<file path="src/rtl/control_fsm_decoder.sv">
// Multi-cycle control FSM: accepts one instruction per handshake and drives datapath strobes per phase.
// Optional retired-instruction counter is built only when CTRL_RETIRE_CNT_EN is defined.
module control_fsm_decoder #(
    parameter int TIPO_W      = 2,
    parameter int OP_W        = 2,
    parameter int ALUOP_W     = 2,
    parameter int MEM_TIMEOUT = 15,
    parameter int CNT_W       = 32
) (
    input  logic               clk,
    input  logic               rst,
    input  logic               instr_valid,
    output logic               instr_ready,
    input  logic [TIPO_W-1:0]  tipo,
    input  logic [OP_W-1:0]    op,
    input  logic               Inm,
    input  logic               zero_in,
    input  logic               mem_ready,
    output logic               RegWrite,
    output logic               ALUSrc,
    output logic               MemWrite,
    output logic               MemRead,
    output logic               ResultSrc,
    output logic               Branch,
    output logic               PCWrite,
    output logic               Link,
    output logic               FlagWrite,
    output logic [1:0]         ImmSrc,
    output logic [ALUOP_W-1:0] ALUOp,
    output logic               z_flag,
    output logic               illegal_instr,
    output logic               mem_error,
    output logic [CNT_W-1:0]   retired_count
);

    localparam int WAIT_W = (MEM_TIMEOUT > 1) ? $clog2(MEM_TIMEOUT + 1) : 1;

    localparam logic [ALUOP_W-1:0] ALU_PASS  = '0;
    localparam logic [ALUOP_W-1:0] ALU_CMP   = ALUOP_W'(1);
    localparam logic [ALUOP_W-1:0] ALU_ARITH = ALUOP_W'(2);

    localparam logic [1:0] IMM_DATA   = 2'b00;
    localparam logic [1:0] IMM_MEMORY = 2'b01;
    localparam logic [1:0] IMM_BRANCH = 2'b10;

    typedef enum logic [2:0] {
        S_FETCH  = 3'd0,
        S_DECODE = 3'd1,
        S_EXEC   = 3'd2,
        S_MEM    = 3'd3,
        S_WB     = 3'd4
    } state_t;

    state_t              state_q, state_d;
    logic [TIPO_W-1:0]   tipo_q, tipo_d;
    logic [OP_W-1:0]     op_q, op_d;
    logic                inm_q, inm_d;
    logic                z_q, z_d;
    logic [WAIT_W-1:0]   wait_q, wait_d;
    logic                retire;

    // Instruction class decode from the latched fields.
    logic is_arith, is_xfer, is_flow;
    logic is_mov, is_ldr, is_str;
    logic is_b, is_bl, is_cmp, is_beq;
    logic is_illegal;
    logic mem_timed_out;

    assign is_arith   = (tipo_q == TIPO_W'(0));
    assign is_xfer    = (tipo_q == TIPO_W'(1));
    assign is_flow    = (tipo_q == TIPO_W'(2));
    assign is_mov     = is_xfer && (op_q == OP_W'(0));
    assign is_ldr     = is_xfer && (op_q == OP_W'(1));
    assign is_str     = is_xfer && (op_q == OP_W'(2));
    assign is_b       = is_flow && (op_q == OP_W'(0));
    assign is_bl      = is_flow && (op_q == OP_W'(1));
    assign is_cmp     = is_flow && (op_q == OP_W'(2));
    assign is_beq     = is_flow && (op_q == OP_W'(3));
    assign is_illegal = !(is_arith || is_xfer || is_flow) ||
                        (is_xfer && (op_q == OP_W'(3)));

    // A zero timeout disables the watchdog entirely.
    assign mem_timed_out = (MEM_TIMEOUT != 0) && (wait_q == WAIT_W'(MEM_TIMEOUT));

    assign z_flag = z_q;

    always_ff @(posedge clk or posedge rst) begin
        if (rst) begin
            state_q <= S_FETCH;
            tipo_q  <= '0;
            op_q    <= '0;
            inm_q   <= 1'b0;
            z_q     <= 1'b0;
            wait_q  <= '0;
        end else begin
            state_q <= state_d;
            tipo_q  <= tipo_d;
            op_q    <= op_d;
            inm_q   <= inm_d;
            z_q     <= z_d;
            wait_q  <= wait_d;
        end
    end

    always_comb begin
        state_d       = state_q;
        tipo_d        = tipo_q;
        op_d          = op_q;
        inm_d         = inm_q;
        z_d           = z_q;
        wait_d        = wait_q;
        retire        = 1'b0;
        instr_ready   = 1'b0;
        RegWrite      = 1'b0;
        ALUSrc        = 1'b0;
        MemWrite      = 1'b0;
        MemRead       = 1'b0;
        ResultSrc     = 1'b0;
        Branch        = 1'b0;
        PCWrite       = 1'b0;
        Link          = 1'b0;
        FlagWrite     = 1'b0;
        ImmSrc        = IMM_DATA;
        ALUOp         = ALU_PASS;
        illegal_instr = 1'b0;
        mem_error     = 1'b0;

        unique case (state_q)
            S_FETCH: begin
                instr_ready = 1'b1;
                if (instr_valid) begin
                    tipo_d  = tipo;
                    op_d    = op;
                    inm_d   = Inm;
                    state_d = S_DECODE;
                end
            end

            S_DECODE: begin
                if (is_illegal) begin
                    illegal_instr = 1'b1;
                    state_d       = S_FETCH;
                end else begin
                    state_d = S_EXEC;
                end
            end

            S_EXEC: begin
                if (is_arith) begin
                    ALUOp   = ALU_ARITH;
                    ALUSrc  = inm_q;
                    state_d = S_WB;
                end else if (is_mov) begin
                    ALUSrc  = inm_q;
                    state_d = S_WB;
                end else if (is_ldr || is_str) begin
                    ALUSrc  = 1'b1;
                    ImmSrc  = IMM_MEMORY;
                    wait_d  = '0;
                    state_d = S_MEM;
                end else begin
                    // Control-flow instructions complete here.
                    Branch    = is_b || is_bl || is_beq;
                    ImmSrc    = (is_b || is_bl || is_beq) ? IMM_BRANCH : IMM_DATA;
                    PCWrite   = is_b || is_bl || (is_beq && z_q);
                    Link      = is_bl;
                    RegWrite  = is_bl;
                    FlagWrite = is_cmp;
                    ALUOp     = is_cmp ? ALU_CMP : ALU_PASS;
                    if (is_cmp) begin
                        z_d = zero_in;
                    end
                    retire  = 1'b1;
                    state_d = S_FETCH;
                end
            end

            S_MEM: begin
                // Completion takes priority over a timeout on the same cycle.
                if (mem_ready) begin
                    MemRead  = is_ldr;
                    MemWrite = is_str;
                    wait_d   = '0;
                    retire   = !is_ldr;
                    state_d  = is_ldr ? S_WB : S_FETCH;
                end else if (mem_timed_out) begin
                    mem_error = 1'b1;
                    wait_d    = '0;
                    state_d   = S_FETCH;
                end else begin
                    MemRead  = is_ldr;
                    MemWrite = is_str;
                    if (MEM_TIMEOUT != 0) begin
                        wait_d = wait_q + WAIT_W'(1);
                    end
                end
            end

            S_WB: begin
                RegWrite  = 1'b1;
                ResultSrc = is_ldr;
                retire    = 1'b1;
                state_d   = S_FETCH;
            end

            default: begin
                state_d = S_FETCH;
            end
        endcase
    end

`ifdef CTRL_RETIRE_CNT_EN
    logic [CNT_W-1:0] retired_q, retired_d;

    assign retired_d = retire ? (retired_q + CNT_W'(1)) : retired_q;

    always_ff @(posedge clk or posedge rst) begin
        if (rst) begin
            retired_q <= '0;
        end else begin
            retired_q <= retired_d;
        end
    end

    assign retired_count = retired_q;
`else
    logic unused_retire;

    assign unused_retire = retire;
    assign retired_count = '0;
`endif

endmodule

</file>
<file path="config.mk">
export PLATFORM = sky130hd
export DESIGN_NAME = control_fsm_decoder
export DESIGN_NICKNAME = d
export VERILOG_FILES = /design/src/rtl/control_fsm_decoder.sv
export SDC_FILE = /design/constraint.sdc
export NUM_CORES = 1
export LEC_CHECK = 0
export CAP_MARGIN = 15
export CORE_ASPECT_RATIO = 0.6
export CORE_MARGIN = 4
export CORE_UTILIZATION = 40
export CTS_BUF_LIST = sky130_fd_sc_hd__clkbuf_8
export DETAILED_ROUTE_END_ITERATION = 8
export GPL_TIMING_DRIVEN = 0
export PLACE_DENSITY_LB_ADDON = 0.15
export SLEW_MARGIN = 20
export SYNTH_ARGS = -nofsm -noshare
export SYNTH_HDL_FRONTEND = slang
export SYNTH_SLANG_ARGS = --single-unit
export TNS_END_PERCENT = 1
</file>
<file path="constraint.sdc">
create_clock -name clk -period 2.15 [get_ports clk]
set_input_delay 0.43 -clock clk [delete_from_list [all_inputs] [get_ports clk]]
set_output_delay 0.43 -clock clk [all_outputs]
set_load 0.005 [all_outputs]
</file>
Word-level counts from Yosys, hierarchy flattened:

Index checks and enable logic that the tools add are counted.

* register bits: 13
* input port bits: 10
* word-level logic and storage cells: 109

* $add $sub $neg: 1
* equality and inequality tests: 15
* muxes and demuxes: 59
* bitwise operators: 3
* reductions and logical operators: 25

Operators with widths (number)
* two-way mux 1 bit: 36
* two-way mux 4 bit: 5
* two-way mux 2 bit: 9
* two-way mux 3 bit: 6
* one-hot mux 3 bit (4 select lines): 1
* logical AND 1 bit: 9
* inequality test 2 bit (second input constant): 4
* one-hot mux 4 bit (2 select lines): 1
* logical OR 1 bit: 7
* equality test 2 bit (second input constant): 3
* equality test 3 x 2 -> 1 bit (second input constant): 2
* AND reduction 5 bit: 1
* adder 4 x 1 -> 4 bit (second input constant): 1
* equality test 2 x 1 -> 1 bit (second input constant): 2
* equality test 4 bit (second input constant): 1
* zero test 2 bit: 2
* AND reduction 2 bit: 2
* AND reduction 4 bit: 1
* equality test 3 x 1 -> 1 bit (second input constant): 1
* equality test 3 bit (second input constant): 1
* zero test 3 bit: 1
* inequality test 3 bit (second input constant): 1
* inverter 1 bit: 3
* one-hot mux 1 bit (2 select lines): 1
* other kinds (2): 2

Longest topological paths before layout:

* depth in word-level cells: 9
* gate-level depth with buffers: 4

Worst setup path after synthesis:

No wires, ideal clock.

* path kind: reg-to-output
* start: reg state_q[0]
* end: out ImmSrc[1]
* arrival: 1.470 ns
* required time: 1.720 ns
* setup slack: 0.250 ns
* cell stages (with the launch flop): 5
* path buffers: 1
* cell sequence: dfrtp_1 > or3b_4 > or3_4 > a21oi_2 > buf_4

* cells in the longest elaborated chain, start to end: 2

RTL lines
* from (decl): line 54 `state_t state_q, state_d;`
* from (signal assigned): line 96 `state_q <= state_d;`
* equality test 3 x 2 -> 1 bit: line 128 `unique case (state_q)`
* two-way mux 2 bit: line 128
* to (decl): line 28 `output logic [1:0] ImmSrc,`

No other way between the ends.

Worst setup path in the final report:

* start: reg state_q[2]
* end: out ImmSrc[1]

The elaborated chain is that of the path after synthesis.

==> impl_metrics.env <==
export IMPL_power_density_mw_per_mm2=938
export IMPL_portBuffers=26
export IMPL_drive_gt1_frac=0.447
export IMPL_mostFrequentLayoutCells="buf_4 (39), conb_1 (32), clkdlybuf4s50_1 (13), dfrtp_1 (12), buf_2 (9)"
export IMPL_ys_seq_area_frac=0.300
export IMPL_postLayoutCoreUtil=0.663
export IMPL_placed_area_mm2=0.00150
export IMPL_syn2layout_area_growth_pct=55.2
export IMPL_run_status="finished with violations"
export IMPL_synth_edf_count=0
export IMPL_synth_area_leaders="dfrtp_1 (30%), buf_4 (24%), mux2_2 (4.2%)"
export IMPL_cts_made_buffers=3
export IMPL_max_freq_mhz=440
export IMPL_synthMuxAreaShare=0.0519
export IMPL_viasPerCell=4.50
export IMPL_multi_input_area_um2=663
export IMPL_p_total_uw=1580
export IMPL_gp_congestion=0.865
export IMPL_synth_xor_area_share=0.00807
export IMPL_fin_crit_sh=1.06
export IMPL_antenna_found_initial=0
export IMPL_ios=59
export IMPL_setup_tns_ps=-394
export IMPL_dp_hpwl_mm=1.99
export IMPL_vias=998
export IMPL_dr_pass1_iters=4
export IMPL_worst_slack_ps=-121
export IMPL_rsz0062_at_grt="yes"
export IMPL_synth_distinct_cells=40
export IMPL_cp_start_kind="flop"
export IMPL_slew_violations=0
export IMPL_max_cap_violations=0
export IMPL_synth_top_family_by_area="buffers and inverters"
export IMPL_synthSimpleGateAreaFrac=0.205
export IMPL_ys_ff_latch=13
export IMPL_die_w_um=75.2
export IMPL_ant_nets=0
export IMPL_worstPathMaxFanout=2
export IMPL_grt_pass1_wl_mm=4.42
export IMPL_fin_skew_ps=5.52
export IMPL_syn_area_mm2=0.00108
export IMPL_r2r_end="z_flag"
export IMPL_rrSetupSlack_ps=440
export IMPL_placed_cells=209
export IMPL_final_common_cell="buf_4"
export IMPL_final_cell_area_mm2=0.00168
export IMPL_cts_root_buf="clkbuf_8"
export IMPL_netlist_area_leader_share=0.300
export IMPL_overflow=0
export IMPL_synth_fa_ha_area_frac=0.0115
export IMPL_synth_cells=120
export IMPL_fin_nets=202
export IMPL_rows=14
export IMPL_regArea_um2=327
export IMPL_grt_pass1_vias=945
export IMPL_routed_wirelength_mm=2.86
export IMPL_async_flop_share=1.00
export IMPL_arrival_ps=1840
export IMPL_critPathCaptureType="output pin"
export IMPL_fin_cells=222
export IMPL_synth_compound_area_share=0.145
export IMPL_clock_path_buffers=2
export IMPL_antennaDiodeCount=0
export IMPL_die_y_um=48.3
export IMPL_required_ps=1720
export IMPL_period_needed_ps=2270
export IMPL_setup_viol=7
export IMPL_drtIter0Drc=51
export IMPL_design_die_area_mm2=0.00364
export IMPL_yosys_warnings=0
export IMPL_peakVddDrop_uv=656
export IMPL_hold_viol=0
export IMPL_tightest_slew_ps=520
export IMPL_r2r_start="state_q[2]"
export IMPL_drc_errors=0
export IMPL_syn_avg_cell_area_um2=9.04
export IMPL_yosysTopAreaCell="dfrtp_1"
export IMPL_grt_use_total=0.159
export IMPL_wire_per_inst_um=12.9
export IMPL_max_slew_margin_rel=0.653
export IMPL_core_mm2=0.00254
export IMPL_fillCellCount=206
export IMPL_grt_max_degree=14
export IMPL_hold_buffers=0
export IMPL_hold_path_class="in2async"
export IMPL_clk_pin_slew_ps=60
export IMPL_critPathKind="reg2out"
export IMPL_cts_num_sinks=13
export IMPL_reg2reg_depth=5
export IMPL_insertion_delay_ps=250
export IMPL_leakage_uw=0.000858
export IMPL_synthFlopType="dfrtp_1"
export IMPL_violations="negative setup slack"
export IMPL_initial_core_util=0.427
export IMPL_cts_tree="built"
export IMPL_cts_max_level=1
cell families after synthesis:
family	count (synthesis)
buffers and inverters	44
AND/OR/NAND/NOR	35
AO/OA/AOI/OAI	20
flip-flops	13
multiplexers	5
adder cells (fa/ha/maj)	1
other	1
XOR/XNOR	1
critical path, stage by stage, from the launching register on:
cell	delay, ps
dfrtp_1	400
or3b_4	400
or3_4	350
buf_6	130
a21oi_4	110
buf_6	110
buf_6	80
report_power, final:
part	internal [uW]	leakage, uW	switching (uW)
combinational	454	0.000667	483
sequential	334	0.000165	80.6
clock	128	0.0000255	99.3
synth_stat cells (all sizes together) (2+ instances only):
cell type / n
inv: 6
nor4: 2
nor3: 4
o21ai: 3
a21oi: 3
dfrtp: 13
nand3: 3
a22o: 3
nor2: 6
nor2b: 3
mux2: 5
a41oi: 2
nand2b: 5
or3: 3
buf: 38
nand2: 3
registers in the layout, summed over array words and instances (netlist names):
name	cells
wait_q	4
z_flag	1
op_q	2
inm_q	1
tipo_q	2
state_q	3
worst max-delay path by stage:
stage / from / endpoint / cells past startpoint
final: state_q[2] / ImmSrc[1] / 6
after global routing: state_q[0] / ImmSrc[1] / 6
after CTS: state_q[2] / ImmSrc[1] / 6
after detailed placement: state_q[0] / ImmSrc[1] / 5
after global placement: state_q[0] / ImmSrc[1] / 5
after floorplan: state_q[0] / ImmSrc[1] / 4
layer usage:
| metal | vias up | track usage | wire length (um) |
|---|---|---|---|
| li1 | 491 | - | - |
| met1 | 448 | 0.198 | 1130 |
| met2 | 55 | 0.253 | 1320 |
| met3 | 4 | 0.0640 | 381 |
| met4 | 0 | 0.0465 | 26 |
| met5 | - | 0 | 0 |
metrics by stage:
stage          hold WS (ps)  worst slack [ps]
6_report                509              -121
5_1_grt                 556              -182
4_1_cts                 522              -153
3_5_place_dp            509              -268
3_3_place_gp            504              -264
2_1_floorplan           307               250
repair_timing:
item	CTS	global route
endpoints found under the setup margin	15	13
gates resized for setup	48	15
pin swaps	3	3
cloned	0	0
setup buffers	9	0
layout make-up:
cell class,instances,share of cell area
buffer,38,0.167
timing repair buffer,35,0.181
clock buffer,3,0.0245
sequential,13,0.194
inverter,6,0.0134
tap,32,0.0238
multi-input combinational,94,0.394
clock inverter,1,0.00297
No activity file was read; power rests on OpenSTA's default activity.
